### config.mk
export PLATFORM = sky130hd
export DESIGN_NAME = vram_slot_arbiter
export DESIGN_NICKNAME = d
export VERILOG_FILES = /design/src/rtl/vram_arb_pkg.sv /design/src/rtl/vram_slot_arbiter_rr_pick.sv /design/src/rtl/vram_slot_arbiter.sv
export SDC_FILE = /design/constraint.sdc
export NUM_CORES = 1
export LEC_CHECK = 0
export ABC_CLOCK_PERIOD_IN_PS = 1630
export CORE_MARGIN = 1
export CORE_UTILIZATION = 39
export CTS_BUF_LIST = sky130_fd_sc_hd__clkbuf_2 sky130_fd_sc_hd__clkbuf_4 sky130_fd_sc_hd__clkbuf_8
export CTS_CLUSTER_DIAMETER = 100
export DETAILED_ROUTE_END_ITERATION = 16
export PLACE_DENSITY = 0.82
export SETUP_SLACK_MARGIN = 0.05
export SYNTH_ARGS = -nofsm -noshare
export SYNTH_HDL_FRONTEND = slang
export SYNTH_SLANG_ARGS = --single-unit
export TNS_END_PERCENT = 10
### constraint.sdc
create_clock -name clk24 -period 1.63 [get_ports clk24]
set_input_delay 0.489 -clock clk24 [delete_from_list [all_inputs] [get_ports clk24]]
set_output_delay 0.489 -clock clk24 [all_outputs]
set_load 0.005 [all_outputs]
### src/rtl/vram_arb_pkg.sv
// Shared constants and enums for the video SRAM slot arbiter.
package vram_arb_pkg;

  localparam int unsigned FRAME_LEN   = 16;
  localparam int unsigned VIDEO_SLOTS = 8;
  localparam int unsigned WIN_LEN     = 4;
  localparam int unsigned SLOT_W      = $clog2(FRAME_LEN);
  localparam int unsigned K_W         = $clog2(WIN_LEN);

  typedef enum logic [1:0] {K_SETUP, K_STROBE, K_HOLD, K_ACK} win_phase_t;

  typedef enum logic [1:0] {OWN_VIDEO, OWN_CPU, OWN_AUX, OWN_NONE} owner_t;

  function automatic logic is_video(input logic [SLOT_W-1:0] s);
    return 32'(s) < VIDEO_SLOTS;
  endfunction

endpackage

### src/rtl/vram_slot_arbiter_rr_pick.sv
// Two-port round-robin grant; last_q remembers who won the previous window.
module vram_rr_pick (
  input  logic clk24,
  input  logic reset,
  input  logic req_cpu,
  input  logic req_aux,
  input  logic upd_en,
  output logic gnt_cpu_c,
  output logic gnt_aux_c
);

  logic last_q, last_d;  // 1: aux was granted last

  always_comb begin
    gnt_cpu_c = req_cpu;
    gnt_aux_c = req_aux;
    if (req_cpu && req_aux) begin
      gnt_cpu_c = last_q;
      gnt_aux_c = ~last_q;
    end
    last_d = last_q;
    if (upd_en && gnt_aux_c) begin
      last_d = 1'b1;
    end else if (upd_en && gnt_cpu_c) begin
      last_d = 1'b0;
    end
  end

  always_ff @(posedge clk24) begin
    if (reset) begin
      last_q <= 1'b1;
    end else begin
      last_q <= last_d;
    end
  end

endmodule

### src/rtl/vram_slot_arbiter.sv
// 16-slot time-division controller for the shared video SRAM.
// Define VRAM_ARB_AUX_EN to enable the aux port and round-robin arbitration.
module vram_slot_arbiter
  import vram_arb_pkg::*;
#(
  parameter int unsigned ADDR_W = 16
) (
  input  logic              clk24,
  input  logic              reset,
  input  logic [ADDR_W-1:0] video_addr,
  output logic              video_slice,
  output logic              ce12,
  output logic              pipe_ab,
  input  logic              cpu_req,
  input  logic              cpu_we,
  input  logic [ADDR_W-1:0] cpu_addr,
  input  logic [7:0]        cpu_wdata,
  output logic              cpu_ack,
  output logic [7:0]        cpu_rdata,
  input  logic              aux_req,
  input  logic              aux_we,
  input  logic [ADDR_W-1:0] aux_addr,
  input  logic [7:0]        aux_wdata,
  output logic              aux_ack,
  output logic [7:0]        aux_rdata,
  output logic [ADDR_W-1:0] SRAM_ADDR,
  input  logic [7:0]        SRAM_DQ,
  output logic [7:0]        sram_dq_o,
  output logic              sram_dq_oe,
  output logic              sram_we_n
);

  logic [SLOT_W-1:0] slot_q, slot_d;
  win_phase_t        phase_d;
  logic              arb_en_c;
  logic              gnt_cpu_c, gnt_aux_c;
  logic              aux_req_c;

  logic              video_slice_q, video_slice_d;
  logic              ce12_q, ce12_d;
  logic              pipe_ab_q, pipe_ab_d;
  logic [ADDR_W-1:0] sram_addr_q, sram_addr_d;
  logic [7:0]        sram_dq_o_q, sram_dq_o_d;
  logic              sram_dq_oe_q, sram_dq_oe_d;
  logic              sram_we_n_q, sram_we_n_d;
  logic              win_we_q, win_we_d;
  owner_t            owner_q, owner_d;
  logic              cpu_ack_q, cpu_ack_d;
  logic [7:0]        cpu_rdata_q, cpu_rdata_d;
  logic              aux_ack_q, aux_ack_d;
  logic [7:0]        aux_rdata_q, aux_rdata_d;

  // All outputs are computed for the slot about to begin, so they line up with slot_q.
  assign slot_d   = slot_q + SLOT_W'(1);
  assign phase_d  = win_phase_t'(slot_d[K_W-1:0]);
  assign arb_en_c = !is_video(slot_d) && (phase_d == K_SETUP);

`ifdef VRAM_ARB_AUX_EN
  assign aux_req_c = aux_req;
`else
  logic aux_unused;
  assign aux_unused = aux_req;
  assign aux_req_c  = 1'b0;
`endif

  vram_rr_pick u_rr_pick (
    .clk24     (clk24),
    .reset     (reset),
    .req_cpu   (cpu_req),
    .req_aux   (aux_req_c),
    .upd_en    (arb_en_c),
    .gnt_cpu_c (gnt_cpu_c),
    .gnt_aux_c (gnt_aux_c)
  );

  always_comb begin
    video_slice_d = is_video(slot_d);
    ce12_d        = slot_d[0];
    pipe_ab_d     = pipe_ab_q ^ (slot_d == '0);
    sram_addr_d   = sram_addr_q;
    sram_dq_o_d   = sram_dq_o_q;
    sram_dq_oe_d  = sram_dq_oe_q;
    sram_we_n_d   = 1'b1;
    win_we_d      = win_we_q;
    owner_d       = owner_q;
    cpu_ack_d     = 1'b0;
    aux_ack_d     = 1'b0;
    cpu_rdata_d   = cpu_rdata_q;
    aux_rdata_d   = aux_rdata_q;

    if (is_video(slot_d)) begin
      owner_d      = OWN_VIDEO;
      sram_addr_d  = video_addr;
      sram_dq_oe_d = 1'b0;
      win_we_d     = 1'b0;
    end else begin
      case (phase_d)
        K_SETUP: begin
          owner_d      = OWN_NONE;
          win_we_d     = 1'b0;
          sram_dq_oe_d = 1'b0;
          if (gnt_cpu_c) begin
            owner_d      = OWN_CPU;
            sram_addr_d  = cpu_addr;
            sram_dq_o_d  = cpu_wdata;
            win_we_d     = cpu_we;
            sram_dq_oe_d = cpu_we;
          end else if (gnt_aux_c) begin
            owner_d      = OWN_AUX;
            sram_addr_d  = aux_addr;
            sram_dq_o_d  = aux_wdata;
            win_we_d     = aux_we;
            sram_dq_oe_d = aux_we;
          end
        end
        K_STROBE: sram_we_n_d = ~win_we_q;
        K_HOLD:   sram_we_n_d = 1'b1;
        K_ACK: begin
          // Read data is captured off the bus at the end of the hold cycle.
          cpu_ack_d = (owner_q == OWN_CPU);
          aux_ack_d = (owner_q == OWN_AUX);
          if (owner_q == OWN_CPU && !win_we_q) begin
            cpu_rdata_d = SRAM_DQ;
          end
          if (owner_q == OWN_AUX && !win_we_q) begin
            aux_rdata_d = SRAM_DQ;
          end
        end
        default: sram_we_n_d = 1'b1;
      endcase
    end
  end

  always_ff @(posedge clk24) begin
    if (reset) begin
      slot_q        <= '0;
      video_slice_q <= 1'b0;
      ce12_q        <= 1'b0;
      pipe_ab_q     <= 1'b0;
      sram_addr_q   <= '0;
      sram_dq_o_q   <= '0;
      sram_dq_oe_q  <= 1'b0;
      sram_we_n_q   <= 1'b1;
      win_we_q      <= 1'b0;
      owner_q       <= OWN_VIDEO;
      cpu_ack_q     <= 1'b0;
      cpu_rdata_q   <= '0;
      aux_ack_q     <= 1'b0;
      aux_rdata_q   <= '0;
    end else begin
      slot_q        <= slot_d;
      video_slice_q <= video_slice_d;
      ce12_q        <= ce12_d;
      pipe_ab_q     <= pipe_ab_d;
      sram_addr_q   <= sram_addr_d;
      sram_dq_o_q   <= sram_dq_o_d;
      sram_dq_oe_q  <= sram_dq_oe_d;
      sram_we_n_q   <= sram_we_n_d;
      win_we_q      <= win_we_d;
      owner_q       <= owner_d;
      cpu_ack_q     <= cpu_ack_d;
      cpu_rdata_q   <= cpu_rdata_d;
      aux_ack_q     <= aux_ack_d;
      aux_rdata_q   <= aux_rdata_d;
    end
  end

  assign video_slice = video_slice_q;
  assign ce12        = ce12_q;
  assign pipe_ab     = pipe_ab_q;
  assign SRAM_ADDR   = sram_addr_q;
  assign sram_dq_o   = sram_dq_o_q;
  assign sram_dq_oe  = sram_dq_oe_q;
  assign sram_we_n   = sram_we_n_q;
  assign cpu_ack     = cpu_ack_q;
  assign cpu_rdata   = cpu_rdata_q;
  assign aux_ack     = aux_ack_q;
  assign aux_rdata   = aux_rdata_q;

endmodule

-- After elaboration in Yosys (flattened, before gate mapping)
Cells that the tools add are included.
- register bits: 53
- output and inout port bits: 47
- logic and storage cells: 43
- add/sub/neg operators: 1
- order comparisons: 1
- equality and inequality tests: 4
- multiplexer cells: 5
- bitwise operators: 5
- reduce and logical (&&, ||, !) cells: 14
- operators by type and width (kind ; number):
    16-bit 2-to-1 mux ; 3
    3-bit AND reduction ; 3
    3-bit OR reduction ; 2
    4-bit by 1-bit adder with 4-bit output, second input constant ; 1
    2-bit by 1-bit equality test with 1-bit output, second input constant ; 2
    2-bit equality test, second input constant ; 2
    4-bit zero test ; 1
    4-bit less-than comparator, second input constant ; 1
    1-bit NOT ; 4
    2-bit nonzero test ; 2
    1-bit logical AND ; 2
    2-bit zero test ; 1
    2-bit 2-to-1 mux ; 1
    2-bit AND reduction ; 1
    2-bit OR reduction ; 1
    1-bit zero test ; 1
    1-bit 2-to-1 mux ; 1
    1-bit XOR ; 1

-- Logic depth before layout (Yosys ltp)
Gate-level depths: netlist of run 1.
- word-level depth: 4
- gate-level depth with buffers: 7
- mapped depth without buffers: 6

-- Cells and area by module
A second synthesis of run 1 with hierarchy kept.
- cells, all modules: 282
- area total of the unflattened synthesis: 2461.1 um2
- by module, submodules not included (module ; times used ; cells each ; area an instance (um2) ; sequential area each (um2)):
    vram_slot_arbiter ; 1 ; 275 ; 2399.8 ; 1041.0
    vram_rr_pick ; 1 ; 7 ; 61.3 ; 20.0

-- Worst setup path before layout of run 1
Ideal clock, no wire load.
- path type: flip-flop to flip-flop
- start point: register slot_q[0]
- end point: register aux_rdata_q[0], in the netlist aux_rdata[0]
- arrival: 1.389 ns
- setup slack: 0.109 ns
- stages on the path, launching flop included: 8
- path buffers: 1
- clock period less this slack: 1.521 ns
- path through: dfxtp_1 > inv_1 > ha_1 > nand3b_1 > or2_2 > clkbuf_1 > o21ai_0 > a21oi_1
- cells in the longest elaborated chain, start to end: 4
- RTL lines (what ; line ; source):
    start: declaration ; vram_slot_arbiter.sv:33 ; logic [SLOT_W-1:0] slot_q, slot_d;
    start signal: assignment ; vram_slot_arbiter.sv:151 ; slot_q <= slot_d;
    4-bit by 1-bit adder with 4-bit output (*) ; vram_slot_arbiter.sv:54 ; assign slot_d = slot_q + SLOT_W'(1);
    named net slot_d[0] ; vram_slot_arbiter.sv:33 ;
    4-bit less-than comparator ; vram_arb_pkg.sv:15 ; return 32'(s) < VIDEO_SLOTS;
    1-bit NOT (no line) ; n/a ;
    3-bit AND reduction (no line) (*) ; n/a ;
    end signal: assignment ; vram_slot_arbiter.sv:164 ; aux_rdata_q <= aux_rdata_d;
    end: declaration ; vram_slot_arbiter.sv:51 ; logic [7:0] aux_rdata_q, aux_rdata_d;
The timed path passes the listed nets; every way through them passes the cells marked *.
A chain may end at the register's enable or synchronous reset.

-- Final worst setup path of run 1
- start point: register slot_q[1]
- end point: register sram_addr_q[12], in the netlist SRAM_ADDR[12]
- cells in the longest elaborated chain, start to end: 4
- RTL lines (what ; line ; source):
    4-bit by 1-bit adder with 4-bit output (*) ; vram_slot_arbiter.sv:54 ;
    4-bit less-than comparator or 2-bit zero test (tied branches) ; vram_arb_pkg.sv:15, vram_slot_arbiter.sv:97 ;
    2-bit nonzero test (no line) ; n/a ;
    2-bit AND reduction (no line) ; n/a ;
    end signal: assignment ; vram_slot_arbiter.sv:155 ; sram_addr_q <= sram_addr_d;
    end: declaration ; vram_slot_arbiter.sv:42 ; logic [ADDR_W-1:0] sram_addr_q, sram_addr_d;
Mark *: on every way between the ends. The rest lies on a longest branch, timed or not.

==> results.json, run 1 <==
{
  "grt_pass1_wl_mm": 9.93,
  "vias": 2335,
  "power_density_mw_per_mm2": 683,
  "status": "finished, final reports clean",
  "path_max_fanout": 10,
  "syn_avg_cell_area_um2": 8.52,
  "drive_gt1_frac": 0.222,
  "grt-ovfl-total": 0,
  "swShare": 0.240,
  "path_clk_slew_ns": 0.09,
  "combPwrFrac": 0.136,
  "yosysUniqueCellTypes": 24,
  "cts_root_buf": "clkbuf_8",
  "worst_pin_slew_ns": 0.366,
  "fin_skew_ns": 0.00565,
  "wl_per_cell_um": 14.7,
  "synthFlopType": "dfxtp_1",
  "cp-start-kind": "flop",
  "via_per_inst": 5.37,
  "ctsLongestPathBuffers": 2,
  "setup_slack_ns": 0.0481,
  "nNetsFinal": 445,
  "cp-end-kind": "flop",
  "ctsHtreeMaxLevel": 2,
  "finalSetupTns_ns": 0,
  "critical_path_class": "flop to flop",
  "drc": 0,
  "core.rowCount": 26,
  "ys_ff_latch": 52,
  "timing.final.crit_share": 0.971,
  "synthCells": 254,
  "cp.required_ns": 1.85,
  "fmax_ghz": 0.632,
  "yosys_warnings": 0,
  "clock-sinks": 52,
  "finalWirelength_mm": 6.40,
  "syn-num-nets": 335,
  "die_x_um": 76.5,
  "synth_edf_count": 0,
  "gp_congestion": 0.839,
  "start_util": 0.413,
  "ys_seq_area_frac": 0.481,
  "vdd_drop_max_mv": 0.421,
  "antenna_found_initial": 0,
  "setup_viol": 0,
  "hold_viol_final": 0,
  "gr-usage-all-layers": 0.214,
  "post-route-min-period_ns": 1.58,
  "core_area_mm2": 0.00524,
  "dr.pass1.iters": 4,
  "slew_violations": 0,
  "die_y_um": 76.5,
  "postRouteAntennaNets": 0,
  "p_leak_nw": 1.44,
  "p_switching_mw": 0.584,
  "numCtsBuffers": 5,
  "grt_max_degree": 43,
  "pwr-share-clk": 0.321,
  "postLayoutCoreUtil": 0.680,
  "post-place-ws_ns": -0.258,
  "cts_tree": "done",
  "p_int_mw": 1.85,
  "rsz0062_at_grt": "true",
  "hp-class": "flop to flop",
  "dp_hpwl_mm": 4.09,
  "seqPwrFrac": 0.542,
  "max_slew_margin": 0.756,
  "antennaDiodeCount": 0,
  "synth_area_mm2": 0.00216,
  "drt_iter0_markers": 103,
  "pin_count": 125,
  "async_flop_share": 0,
  "syn_to_final_growth_pct": 64.7,
  "io_buffers": 98,
  "grt_pass1_vias": 2121,
  "cap_violations": 0,
  "clock_latency_ns": 0.31,
  "crit_arrival_ns": 1.80,
  "die_area_mm2": 0.00585
}
==> per-layer routing <==
layer	global-route usage	vias up	part of all wire
li1	-	1120	-
met1	0.251	1097	0.40
met2	0.350	109	0.48
met3	0.0886	9	0.099
met4	0.0788	0	0.015
met5	0	-	0
==> path summary, 6_finish.rpt <==
check / startpoint / endpoint / slack, ns / cells after the start
setup / recovery: slot_q[1] / SRAM_ADDR[12] / 0.05 / 6
hold / removal: aux_rdata[1] / aux_rdata[1] / 0.48 / 2
setup reg to reg: slot_q[1] / SRAM_ADDR[12] / 0.05 / 6
hold reg to reg: aux_rdata[1] / aux_rdata[1] / 0.48 / 2
==> cells by family (layout without fill, tap and decap cells) <==
family,count (synthesis),in the layout,share of synthesized area
fa+ha+maj,3,3,0.0174
buf+inv,27,137,0.0555
compound gates,68,68,0.185
flops,52,52,0.481
xor+xnor,3,4,0.0243
simple gates,101,101,0.237
==> critical path, stage by stage, from the launching register on <==
cell and delay [ns]:
dfxtp_1 0.34, and3_4 0.21, buf_4 0.14, xor2_4 0.31, clkbuf_16 0.23, nor2_1 0.04, a311oi_1 0.22
==> cell usage after synthesis, drive strengths merged (3+ instances only) <==
cell type / instances / share of area
dfxtp: 52 / 0.48
a21oi: 26 / 0.060
o21ai: 26 / 0.060
nor2: 24 / 0.042
clkbuf: 18 / 0.031
nand2: 18 / 0.031
nand3: 18 / 0.042
or3: 17 / 0.049
a311oi: 16 / 0.065
nand2b: 10 / 0.029
nand4: 8 / 0.023
buf: 6 / 0.019
ha: 3 / 0.017
inv: 3 / 0.0052
==> flip-flops by register name, summed over array words and instances (netlist names) <==
name / flops
SRAM_ADDR: 16
aux_ack: 1
aux_rdata: 8
cpu_ack: 1
cpu_rdata: 8
owner_q: 2
pipe_ab: 1
slot_q: 4
sram_dq_o: 8
sram_we_n: 1
video_slice: 1
win_we_q: 1
==> power groups by stage <==
| stage | combinational (mW) | clock [mW] | sequential, mW |
|---|---|---|---|
| 2_1_floorplan | 0.101 | 0 | 1.35 |
| 3_3_place_gp | 0.328 | 0 | 1.35 |
| 3_5_place_dp | 0.331 | 0 | 1.35 |
| 4_1_cts | 0.317 | 0.807 | 1.32 |
| 5_1_grt | 0.358 | 0.864 | 1.32 |
| 6_report | 0.331 | 0.782 | 1.32 |
==> what timing repair did <==
action | 4_1_cts | 5_1_grt
gates cloned | 1 | 3
hold buffers | 0 | 0
setup endpoints to repair | 71 | 35
pin swaps | 3 | 5
setup buffers | 0 | 6
resized for setup | 78 | 23
hold endpoints to repair | 0 | 0
==> per-stage QoR <==
step	hold slack [ns]	cells	cell area [um2]	total power [mW]
floorplan	0.454	254	2160	1.45
global placement	0.461	417	3290	1.67
detailed placement	0.468	417	3290	1.68
CTS	0.479	426	3390	2.44
global route	0.494	435	3560	2.55
finish	0.479	435	3560	2.43
==> layout make-up <==
| type | count | area, um2 |
|---|---|---|
| clock buffer | 6 | 82.6 |
| sequential | 52 | 1080 |
| fill | 458 | 1670 |
| tap | 70 | 87.6 |
| clock inverter | 2 | 15.0 |
| multi-input combinational | 176 | 1080 |
| inverter | 3 | 13.8 |
| timing repair buffer | 126 | 1210 |
==> layout by cell type, fill, tap and decap left out, types with 3 or more instances in the layout <==
master            n
or3_1            16
nand4_1           8
a21oi_1          22
nor2_1           24
a311oi_1         16
dlygate4sd2_1    47
clkdlybuf4s50_1  51
o21ai_0          16
nand3_1          18
buf_12            3
a21oi_2           4
nand2b_1          9
nand2_1          18
dfxtp_2          31
buf_4            21
o21ai_1          10
clkbuf_8          6
dfxtp_1          21
No activity file was read; power rests on OpenSTA's default activity.
==> run 2: changes to the inputs <==
Settings changed: ABC_CLOCK_PERIOD_IN_PS 1630 to unset, CELL_PAD_IN_SITES_DETAIL_PLACEMENT set to 1, CELL_PAD_IN_SITES_GLOBAL_PLACEMENT set to 2, CORE_MARGIN 1 to 5, CORE_UTILIZATION 39 to 21, PLACE_DENSITY 0.82 to unset, PLACE_DENSITY_LB_ADDON set to 0.1.
==> run 2 against run 1 <==
Routed wire length rose by 25%; clock skew grew 0.00051 ns; critical path depth unchanged; worst hold slack lost 0.034 ns; critical path type unchanged; worst setup slack gained 0.10 ns; cell count up 13%; combinational power hardly changed; largest cell class unchanged; die area up 110%.
==> results.json, run 2 (synthesized netlist as in run 1, its figures left out) <==
{
  "gr-usage-all-layers": 0.123,
  "via_per_inst": 4.45,
  "ctsLongestPathBuffers": 2,
  "antenna_found_initial": 0,
  "path_cells": "and3_4, xor2_4, buf_12, clkbuf_16, nor2_1, a311oi_1",
  "max_stage_delay_ns": 0.36,
  "rr_startpoint": "slot_q[1]",
  "fin_skew_ns": 0.00616,
  "dp_hpwl_mm": 5.46,
  "core_area_mm2": 0.0102,
  "die_x_um": 111,
  "gp_congestion": 0.677,
  "die_y_um": 111,
  "io_buffers": 98,
  "timing.final.crit_share": 0.909,
  "r2r_slack_ns": 0.15,
  "critical_path_class": "flop to flop",
  "fmax_ghz": 0.675,
  "rsz0062_at_grt": "true",
  "dr.pass1.iters": 4,
  "grt_pass1_wl_mm": 12.4,
  "core.rowCount": 37,
  "pwr-share-clk": 0.347,
  "final_common_cell": "clkdlybuf4s50_1",
  "crit_arrival_ns": 1.69,
  "reg2reg_to": "SRAM_ADDR[2]",
  "p_switching_mw": 0.583,
  "drt_iter0_markers": 76,
  "hp-class": "flop to flop",
  "holdCritStartpoint": "slot_q[0]",
  "seqPwrFrac": 0.523,
  "cap_violations": 0,
  "die_area_mm2": 0.0124,
  "seqCellArea_mm2": 0.00107,
  "ctsHtreeMaxLevel": 2,
  "worst_pin_slew_ns": 0.348,
  "cp.required_ns": 1.84,
  "antennaDiodeCount": 0,
  "holdPathStages": 1,
  "combPwrFrac": 0.131,
  "layout_common_cells": "clkdlybuf4s50_1 (50), dlygate4sd2_1 (47), dfxtp_1 (28)",
  "power_density_mw_per_mm2": 705,
  "start_util": 0.212,
  "wl_per_cell_um": 16.3,
  "pin_count": 125,
  "p_leak_nw": 1.43,
  "slew_violations": 0,
  "finalWirelength_mm": 8.02,
  "hold_buffers": 0,
  "reg2regPathDepth": 6,
  "vdd_drop_max_mv": 0.308,
  "cp-end-kind": "flop",
  "syn_to_final_growth_pct": 65.7,
  "swShare": 0.231,
  "path_clk_slew_ns": 0.09,
  "path_max_fanout": 8,
  "crit_path_top_delay_cell": "dfxtp_2",
  "numCtsBuffers": 5,
  "clock_latency_ns": 0.31,
  "drc": 0,
  "cts_tree": "done",
  "post-route-min-period_ns": 1.48,
  "hold_viol_final": 0,
  "grt_max_degree": 42,
  "cts_root_buf": "clkbuf_8",
  "largest_reg_flops": 16,
  "min_to": "slot_q[0]",
  "p_int_mw": 1.94,
  "vias": 2196,
  "status": "finished, final reports clean",
  "grt_pass1_vias": 2324,
  "fill_cells": 1239,
  "nNetsFinal": 439,
  "place_area_mm2": 0.00339,
  "max_slew_margin": 0.768,
  "finalSetupTns_ns": 0,
  "setup_viol": 0,
  "clock-sinks": 52,
  "multi_input_area_mm2": 0.00102,
  "final_area_mm2": 0.00358,
  "cp-start-kind": "flop",
  "drive_gt1_frac": 0.168,
  "grt-ovfl-total": 0,
  "postRouteAntennaNets": 0
}
run 2: cell types whose count changed in the layout (fill, tap and decap cells not counted), moves of 5 or more:
cell and change:
buf_4 -8, dfxtp_2 -8, dfxtp_1 +7, o21ai_0 +5, o21ai_1 -5
run 2: cell type report:
type / instances / area share
timing repair buffer: 121 / 0.338
sequential: 52 / 0.299
multi-input combinational: 175 / 0.284
tap: 136 / 0.0475
clock buffer: 5 / 0.0192
clock inverter: 1 / 0.00838
inverter: 3 / 0.00314
run 2: worst max-delay path: cells and delay by family, from the launching register on:
family / cells / cell delay, ns
flip-flops: 1 / 0.36
buffers and inverters: 2 / 0.31
AND/OR/NAND/NOR: 2 / 0.29
AO/OA/AOI/OAI: 1 / 0.25
XOR/XNOR: 1 / 0.17
run 2: routing by layer:
layer  vias up  share of wire  global-route usage
met5         -              0                   0
met4         0         0.0077              0.0292
met3         5          0.058              0.0397
met2        59           0.47               0.200
met1      1028           0.47               0.158
li1       1104              -                   -
run 2: what timing repair did:
| action | 4_1_cts | 5_1_grt |
|---|---|---|
| setup buffers | 0 | 1 |
| resized for setup | 70 | 10 |
| cloned | 0 | 4 |
| pin swaps | 0 | 3 |
| setup endpoints to repair | 48 | 38 |
run 2: worst max path at each step:
stage,slack (ns),startpoint,depth (start not counted),end
global placement,-0.01,cpu_req,5,SRAM_ADDR[4]
detailed placement,-0.06,cpu_req,5,SRAM_ADDR[2]
global route,0.03,slot_q[0],6,cpu_rdata[4]
floorplan,0.11,slot_q[0],7,aux_rdata[0]
finish,0.15,slot_q[1],6,SRAM_ADDR[2]
CTS,0.07,slot_q[1],6,sram_dq_o[5]
run 2: power by group through the flow:
stage | Combinational (mW) | Clock, mW | Sequential (mW)
after floorplan | 0.101 | 0 | 1.35
after global placement | 0.342 | 0 | 1.35
after detailed placement | 0.342 | 0 | 1.35
after CTS | 0.326 | 0.923 | 1.32
after global routing | 0.365 | 0.951 | 1.33
final | 0.331 | 0.876 | 1.32
run 2: metrics by stage:
| step | hold slack (ns) | setup slack [ns] | utilization | cells | total power [mW] |
|---|---|---|---|---|---|
| after floorplan | 0.454 | 0.109 | - | 254 | 1.45 |
| after global placement | 0.465 | -0.0103 | 0.332 | 482 | 1.69 |
| after detailed placement | 0.470 | -0.0578 | 0.332 | 482 | 1.69 |
| after CTS | 0.457 | 0.0726 | 0.339 | 488 | 2.57 |
| after global routing | 0.470 | 0.0296 | 0.352 | 493 | 2.64 |
| final | 0.444 | 0.148 | 0.352 | 493 | 2.53 |
